===== src/rtl/countdown_timer.sv =====
// Loadable down-counter with a clock prescaler, one-cycle expiry pulse and optional auto-reload.
// Load/stop/start strobes are prioritised in that order over the run/expiry logic.
module countdown_timer #(
    parameter int WIDTH    = 16,
    parameter int PRESCALE = 1
) (
    input  logic             clock_i,
    input  logic             reset_i,
    input  logic             load_i,
    input  logic [WIDTH-1:0] load_value_i,
    input  logic             start_i,
    input  logic             stop_i,
    input  logic             auto_reload_i,
    output logic [WIDTH-1:0] count_o,
    output logic             running_o,
    output logic             zero_o,
    output logic             done_o
);

    localparam int PS_W = (PRESCALE > 1) ? $clog2(PRESCALE) : 1;
    localparam logic [PS_W-1:0] PS_LAST = PS_W'(PRESCALE - 1);

    typedef enum logic [1:0] {
        IDLE  = 2'd0,
        RUN   = 2'd1,
        PAUSE = 2'd2
    } state_t;

    state_t           state_q;
    logic [WIDTH-1:0] count_q;
    logic [WIDTH-1:0] reload_q;
    logic [PS_W-1:0]  presc_q;
    logic             running_q;
    logic             done_q;

    logic tick;
    logic count_is_one;

    assign tick         = (presc_q == PS_LAST);
    assign count_is_one = (count_q == WIDTH'(1));

    always_ff @(posedge clock_i) begin
        done_q <= 1'b0;
        if (reset_i) begin
            state_q   <= IDLE;
            count_q   <= '0;
            reload_q  <= '0;
            presc_q   <= '0;
            running_q <= 1'b0;
        end else if (load_i) begin
            state_q   <= IDLE;
            count_q   <= load_value_i;
            reload_q  <= load_value_i;
            presc_q   <= '0;
            running_q <= 1'b0;
        end else if (stop_i) begin
            // Prescaler phase is held so a later resume continues mid-period.
            if (state_q == RUN) begin
                state_q   <= PAUSE;
                running_q <= 1'b0;
            end
        end else if (start_i && (state_q != RUN)) begin
            if (count_q != '0) begin
                state_q   <= RUN;
                running_q <= 1'b1;
                if (state_q == IDLE) begin
                    presc_q <= '0;
                end
            end
        end else if (state_q == RUN) begin
            if (!tick) begin
                presc_q <= presc_q + PS_W'(1);
            end else begin
                presc_q <= '0;
                if (count_q > WIDTH'(1)) begin
                    count_q <= count_q - WIDTH'(1);
                end else begin
                    // Expiry; a zero count here can only be a degenerate case, so just stop quietly.
                    done_q <= count_is_one;
                    if (auto_reload_i && count_is_one) begin
                        count_q <= reload_q;
                    end else begin
                        count_q   <= '0;
                        state_q   <= IDLE;
                        running_q <= 1'b0;
                    end
                end
            end
        end
    end

    assign count_o   = count_q;
    assign running_o = running_q;
    assign zero_o    = (count_q == '0);
    assign done_o    = done_q;

endmodule


===== config.mk =====
export PLATFORM = sky130hd
export DESIGN_NAME = countdown_timer
export DESIGN_NICKNAME = d
export VERILOG_FILES = /design/src/rtl/countdown_timer.sv
export SDC_FILE = /design/constraint.sdc
export NUM_CORES = 1
export LEC_CHECK = 0
export BUFFER_PORTS_ARGS = -buffer_cell sky130_fd_sc_hd__buf_2
export CAP_MARGIN = 5
export CORE_ASPECT_RATIO = 1.4
export CORE_MARGIN = 2
export CORE_UTILIZATION = 49
export CTS_CLUSTER_DIAMETER = 150
export CTS_CLUSTER_SIZE = 14
export DETAILED_ROUTE_END_ITERATION = 10
export GPL_TIMING_DRIVEN = 0
export PLACE_DENSITY = 0.75
export SLEW_MARGIN = 20
export SYNTH_ARGS = -nofsm -noshare
export SYNTH_HDL_FRONTEND = slang
export SYNTH_SLANG_ARGS = --single-unit

===== constraint.sdc =====
create_clock -name clock_i -period 2.15 [get_ports clock_i]
set_input_delay 0.43 -clock clock_i [delete_from_list [all_inputs] [get_ports clock_i]]
set_output_delay 0.43 -clock clock_i [all_outputs]
set_load 0.01 [all_outputs]

== Word-level counts from Yosys, hierarchy flattened ==
Index checks and enable logic that the tools add are counted.

* Add/subtract/negate cells: 2
* $mul: 0
* Divide/modulo/power cells: 0
* Magnitude comparators: 1
* Equal/unequal tests: 13
* Shift-type cells: 0
* Mux-type cells: 28
* Bitwise operators: 2
* Reductions and logical operators: 12

{| class="wikitable"
|+ Operator list
! cell !! number
|-
| $mux W16 || 7
|-
| $eq A16 B1 Y1 const B || 1
|-
| $gt A16 B1 Y1 const B || 1
|-
| $logic_not A16 Y1 || 1
|-
| $mux W2 || 8
|-
| $reduce_bool A16 Y1 || 1
|-
| $sub A16 B1 Y16 const B || 1
|-
| $mux W1 || 13
|-
| $ne A2 B1 Y1 const B || 4
|-
| $reduce_and A4 Y1 || 2
|-
| $reduce_or A7 Y1 || 1
|-
| $ne A2 B2 Y1 const B || 3
|-
| $ne A3 B2 Y1 const B || 2
|-
| $ne A3 B3 Y1 const B || 2
|-
| $reduce_and A6 Y1 || 1
|-
| $reduce_bool A2 Y1 || 2
|-
| $eq A2 B1 Y1 const B || 1
|-
| $logic_and A1 B1 Y1 || 2
|-
| $logic_not A2 Y1 || 1
|-
| $not A1 Y1 || 2
|-
| $reduce_or A2 Y1 || 1
|-
| $add A1 B1 Y1 const B || 1
|}

* Flip-flop bits (word level): 37
* Bits in latches: 0
* Memory bits (writable): 0
* Bits in read-only memories: 0
* Input port bits: 22
* Word-level logic and storage cells: 64
* Memories kept: 0

== Logic depth before layout (Yosys ltp) ==
Gate-level depths: netlist (run 1).

* Depth after elaboration: 9
* Gate-level depth with buffers: 8
* Gate-level depth less buffers: 7

== Least setup slack after synthesis (run 1) ==
OpenSTA, ideal clock, no wires.

* Path type: register to output
* Start point: register count_q[0] (netlist: count_o[0])
* End point: output zero_o
* Data arrival time: 1.727 ns
* Path slack: -0.007 ns
* Cell stages (with the launch flop): 6
* Cells stage by stage: dfxtp_1 > inv_1 > ha_1 > or3b_2 > nor3_1 > and2_1

* Word-level cells in the longest chain between the ends: 1

{| class="wikitable"
|+ Ends and longest elaborated chain
! element !! RTL line !! text
|-
| start, declared || 30 || <nowiki>logic [WIDTH-1:0] count_q;</nowiki>
|-
| start signal, assigned || 52 || <nowiki>count_q <= load_value_i;</nowiki>
|-
| start signal, assigned || 76 || <nowiki>count_q <= count_q - WIDTH'(1);</nowiki>
|-
| start signal, assigned || 81 || <nowiki>count_q <= reload_q;</nowiki>
|-
| $logic_not A16 Y1 || 94 || <nowiki>assign zero_o = (count_q == '0);</nowiki>
|-
| end, declared || 16 || <nowiki>output logic zero_o,</nowiki>
|}

No other way between the ends.

== Worst setup path in the final report (run 1) ==
* Start point: register count_q[4] (netlist: count_o[4])
* End point: output zero_o

The elaborated chain is that of the path after synthesis.

==> results of run 1 <==
-- worst paths after layout --
check / from / endpoint / slack (ns) / cells past startpoint
hold reg to reg: reload_q[0] / reload_q[0] / 0.47 / 2
setup reg to reg: count_o[4] / count_o[11] / 0.08 / 5
hold / removal: load_value_i[4] / reload_q[4] / 0.41 / 3
setup / recovery: count_o[4] / zero_o / 0.001 / 4
-- cell usage in the layout (no fill, tap or decap), types with 3 or more instances in the layout --
cell,instances
buf_2,39
or4_4,3
a31oi_1,6
nand2_1,32
nor2b_1,3
nor3_4,3
nor3_1,7
a21oi_1,31
nor4_1,4
dfxtp_1,29
o221a_2,3
nand4_1,3
dfxtp_2,3
clkbuf_8,5
inv_1,12
o32ai_1,9
and2_1,5
a211oi_1,5
nor2_1,13
buf_4,15
o21ai_0,9
nand3_1,3
clkbuf_1,9
dfxtp_4,3
-- through the flow --
stage               std cells  hold WS [ns]
floorplan                 242         0.445
finish                    341         0.412
detailed placement        323         0.458
CTS                       335         0.410
global placement          323         0.454
global route              341         0.420
-- cells in the mapped netlist (5+ instances only) --
cell type / count / area share [%]
dfxtp_1: 35 / 37
nand2_1: 32 / 6.3
a21oi_1: 31 / 8.1
inv_1: 14 / 2.7
nor2_1: 14 / 2.7
o21ai_0: 11 / 2.9
clkbuf_1: 9 / 1.8
o32ai_1: 9 / 4.1
nor3_1: 8 / 2.1
a31oi_1: 7 / 2.3
nor4_1: 7 / 2.3
a211oi_1: 5 / 2.0
and2_1: 5 / 1.6
-- flip-flops by register name (all words and copies together) (netlist names) --
name and cells:
count_o 16, done_o 1, reload_q 16, state_q 2
-- per-layer routing --
layer,global-route usage [%],up-vias,wire (um)
met5,0,-,0
met1,32.3,1006,2350
met3,5.44,28,463
met4,16.7,0,323
li1,-,1029,-
met2,44.1,120,2900
-- cell families (layout without fill, tap and decap cells) --
| group | count (synthesis) | count (layout) | synth area share, % |
|---|---|---|---|
| buffers and inverters | 27 | 84 | 5.41 |
| adder cells (fa/ha/maj) | 2 | 2 | 1.30 |
| XOR/XNOR | 1 | 1 | 0.457 |
| AO/OA/AOI/OAI | 82 | 82 | 28.6 |
| multiplexers | 2 | 2 | 1.04 |
| AND/OR/NAND/NOR | 93 | 93 | 26.6 |
| flip-flops | 35 | 35 | 36.5 |
-- area by class of cell --
class                      instances  area, sq um  area share (%)
buffer                            11         45.0            1.82
inverter                          14         55.1            2.22
tap                               42         52.6            2.12
timing repair buffer              53          300            12.1
clock buffer                       6         72.6            2.93
multi-input combinational        180         1240            49.9
sequential                        35          716            28.9
-- worst max-delay path: cells and delay by family (launching register included) --
family	cells	cell delay (ns)
buf+inv	1	0.12
flops	1	0.36
simple gates	3	0.95
-- what timing repair did --
item | 4_1_cts | 5_1_grt
setup buffers | 7 | 7
hold buffers | 0 | 0
endpoints found under the setup margin | 17 | 17
pin swaps | 3 | 3
gates resized for setup | 25 | 14
cloned | 0 | 0
-- report_power, final --
group	leakage (uW)	switching, uW	internal, uW
clock	0.0000371	210	215
combinational	0.000649	337	262
sequential	0.000291	65.8	695
total	0.000977	612	1170
==> results.yml, run 1 <==
yosys:
  synth_ff_type: "dfxtp_1"
  yosysWarnings: 0
  synth_cell_types: 47
  postSynthCellCount: 242
  synth_edf_count: 0
  synthArstFlopShare_pct: 0
  ys_seq_area_share_pct: 36.5
  synth_area_sq_mm: 0.00192
  syn-num-nets: 266
  syn_avg_cell_area_sq_um: 7.93
  ys_ff_latch: 35
worst_setup_path:
  endpoint_kind: "primary output"
  start_kind: "flop"
  path_max_fanout: 5
  cpPeakStageDelay_ns: 0.61
  worst-setup-path-type: "flop to primary output"
  crit_chain: "or4_4 > nor3_4 > and2_1 > buf_2"
  cp_slowest_cell: "or4_4"
  worstPathRequired_ns: 1.72
  critPathArrivalTime_ns: 1.72
clock_tree:
  h-tree-depth: 2
  clock-root-buffer: "clkbuf_8"
  clk_latency_ns: 0.28
  cts_made_buffers: 5
  cts_sinks: 35
  clk_pin_slew_ns: 0.06
  cts_tree: "built"
  clockBufferDepth: 2
cells_and_area:
  area_growth_pct: 29.2
  design_area_sq_mm: 0.00248
  diodes: 0
  drive_gt1_share_pct: 30.8
  post-route-util_pct: 66.8
  nets: 324
  nFillCells: 328
drt:
  drt_iter0_markers: 203
  ant_nets: 0
  wirelength_mm: 6.04
  wire_per_inst_um: 17.7
  drc: 0
  via_count: 2183
  first_pass_iters: 5
  vias_per_cell: 6.40
placement:
  port_buffers: 39
  dp_slack_ns: -0.573
  post-dp-hpwl_mm: 4.00
  gp_congestion: 0.896
  placed_area_sq_mm: 0.00217
floorplanning:
  die_area_sq_mm: 0.00444
  chipWidth_um: 56.9
  coreArea_sq_mm: 0.00371
  rows: 26
  io_pins: 41
  start_util_pct: 51.7
  die_h_um: 78.0
sta:
  min_period_ns: 2.15
  clock_skew_ns: 0.00410
  worst_pin_slew_ns: 0.662
  relSlewSlack_pct: 55.5
  final.period_utilization_pct: 99.9
  drv_slew: 0
  rsz0062_at_grt: "true"
  fmax_mhz: 465
  setup_viol_count_final: 0
  finalHoldViolations: 0
  layout_setup_ws_ns: 0.00109
  tns_ns: 0
power_and_ir_drop:
  power.density_mw_per_mm2: 721
  fin_total_pwr_uw: 1790
  p_leak_uw: 0.000977
  vdd_drop_max_mv: 0.544
grt:
  grt_first_pass_wirelength_mm: 9.34
  grt_antenna_before_repair: 0
  grt_start_max_net_pins: 11
  grt_pass1_vias: 1958
  grt_usage_pct: 27.1
  grt-ovfl-total: 0
run_status:
  status: "completed"
hold_path:
  min_path_type: "primary input to flop"
flow_run:
  cap_viol_max_count: 0
(Power assumes the default switching activity.)
==> run 2: changes to the inputs <==
--- a/config.mk
+++ b/config.mk
@@ -8,13 +8,13 @@
 export BUFFER_PORTS_ARGS = -buffer_cell sky130_fd_sc_hd__buf_2
 export CAP_MARGIN = 5
 export CORE_ASPECT_RATIO = 1.4
-export CORE_MARGIN = 2
+export CORE_MARGIN = 1
 export CORE_UTILIZATION = 49
 export CTS_CLUSTER_DIAMETER = 150
 export CTS_CLUSTER_SIZE = 14
 export DETAILED_ROUTE_END_ITERATION = 10
 export GPL_TIMING_DRIVEN = 0
-export PLACE_DENSITY = 0.75
+export PLACE_DENSITY_LB_ADDON = 0.2
 export SLEW_MARGIN = 20
 export SYNTH_ARGS = -nofsm -noshare
 export SYNTH_HDL_FRONTEND = slang
==> run 2 against run 1 <==
Compared with the run above: wire length down 2.6%; worst hold slack worse by 0.019 ns; flip-flop and latch count unchanged; non-clock buffer count up 1; fmax up 1.3%; sequential power down 0.5%; highest routed layer unchanged; critical path depth up 2; worst setup slack better by 0.027 ns.
==> results.yml, run 2 (synthesis gave the netlist of run 1 again) <==
drt:
  drt_iter0_markers: 112
  first_pass_iters: 5
  vias_per_cell: 6.46
  drc: 0
  via_count: 2221
  wire_per_inst_um: 17.1
  ant_nets: 0
  wirelength_mm: 5.88
floorplanning:
  chipWidth_um: 54.9
  coreArea_sq_mm: 0.00371
  start_util_pct: 51.7
  die_h_um: 76.0
  io_pins: 41
  rows: 26
  die_area_sq_mm: 0.00417
sta:
  drv_slew: 0
  hold-worst-slack_ns: 0.394
  setup_viol_count_final: 0
  tns_ns: 0
  fmax_mhz: 471
  min_period_ns: 2.12
  relSlewSlack_pct: 49.1
  clock_skew_ns: 0.00543
  worst_pin_slew_ns: 0.762
  final.period_utilization_pct: 98.7
  layout_setup_ws_ns: 0.0279
  finalHoldViolations: 0
  rsz0062_at_grt: "true"
power_and_ir_drop:
  pwr-share-seq_pct: 40.5
  p_switching_uw: 629
  vdd_drop_max_mv: 0.485
  swShare_pct: 33.6
  p_leak_uw: 0.000987
  power.density_mw_per_mm2: 750
  pwr-share-comb_pct: 31.2
  cell_internal_pwr_uw: 1240
  pwr-share-clk_pct: 28.4
hold_path:
  min_path_type: "primary input to flop"
cells_and_area:
  layout_commonest_cell: "buf_2"
  post-route-util_pct: 67.3
  area_growth_pct: 30.1
  drive_gt1_share_pct: 30.1
  layout_common_cells: "39 x buf_2, 32 x nand2_1, 31 x a21oi_1, 31 x dfxtp_1, 16 x buf_4"
  nets: 325
  diodes: 0
worst_setup_path:
  worst-setup-path-type: "flop to primary output"
  critPathArrivalTime_ns: 1.69
  start_kind: "flop"
  path_max_fanout: 8
  worstPathRequired_ns: 1.72
  endpoint_kind: "primary output"
clock_tree:
  clk_latency_ns: 0.29
  h-tree-depth: 2
  cts_tree: "built"
  cts_sinks: 35
  clk_pin_slew_ns: 0.07
  clockBufferDepth: 2
  cts_made_buffers: 5
  clock-root-buffer: "clkbuf_8"
placement:
  post-dp-hpwl_mm: 4.01
  dp_slack_ns: -0.603
  port_buffers: 39
  gp_congestion: 0.935
grt:
  grt_antenna_before_repair: 0
  grt_start_max_net_pins: 11
  grt_pass1_vias: 1936
  grt_usage_pct: 29.6
  grt-ovfl-total: 0
  grt_first_pass_wirelength_mm: 8.96
flow_run:
  cap_viol_max_count: 0
run_status:
  status: "completed"
-- run 2: path summary, 6_finish.rpt --
check	from	slack, ns	cells after the start	endpoint
worst max-delay path	count_o[0]	0.03	6	zero_o
worst min register to register	reload_q[0]	0.47	2	reload_q[0]
worst min-delay path	load_value_i[4]	0.39	3	reload_q[4]
worst max register to register	count_o[0]	0.07	8	count_o[13]
-- run 2: through the flow --
stage	cells	total power [uW]	cell area [sq um]
global placement	323	1210	2170
global route	344	1950	2490
finish	344	1870	2490
CTS	334	1820	2400
floorplan	242	1080	1920
detailed placement	323	1220	2170
-- run 2: metal layers --
| layer | up-vias | global-route usage (%) | wire, um |
|---|---|---|---|
| li1 | 1038 | - | - |
| met1 | 1058 | 35.6 | 2420 |
| met2 | 104 | 48.1 | 2910 |
| met3 | 21 | 6.79 | 363 |
| met4 | 0 | 12.3 | 187 |
| met5 | - | 0 | 0 |
-- run 2: worst max-delay path, cell delays in order (launching register included) --
cell	delay, ns
dfxtp_4	0.38
inv_4	0.07
ha_4	0.12
or3b_4	0.39
nor3_4	0.19
and2_1	0.13
buf_2	0.12
-- run 2: final cells by class --
type	instances	area [sq um]
well taps	42	52.6
flip-flops and latches	35	713
multi-input cells	180	1220
plain buffers	11	45.0
clock buffers	8	100
fillers	329	1210
inverters	14	57.6
repair buffers	54	308
-- run 2: power groups by stage --
stage | clock, uW | sequential, uW | combinational, uW
after global routing | 557 | 764 | 630
after detailed placement | 0 | 762 | 454
after CTS | 530 | 754 | 535
final | 531 | 757 | 583
after global placement | 0 | 761 | 450
after floorplan | 0 | 764 | 313
-- run 2: what timing repair did --
item / 4_1_cts / 5_1_grt
gates cloned: 0 / 0
buffers inserted: 4 / 11
resized for setup: 24 / 9
setup endpoints to repair: 17 / 11
hold buffers: 0 / 0
pin swaps: 1 / 6
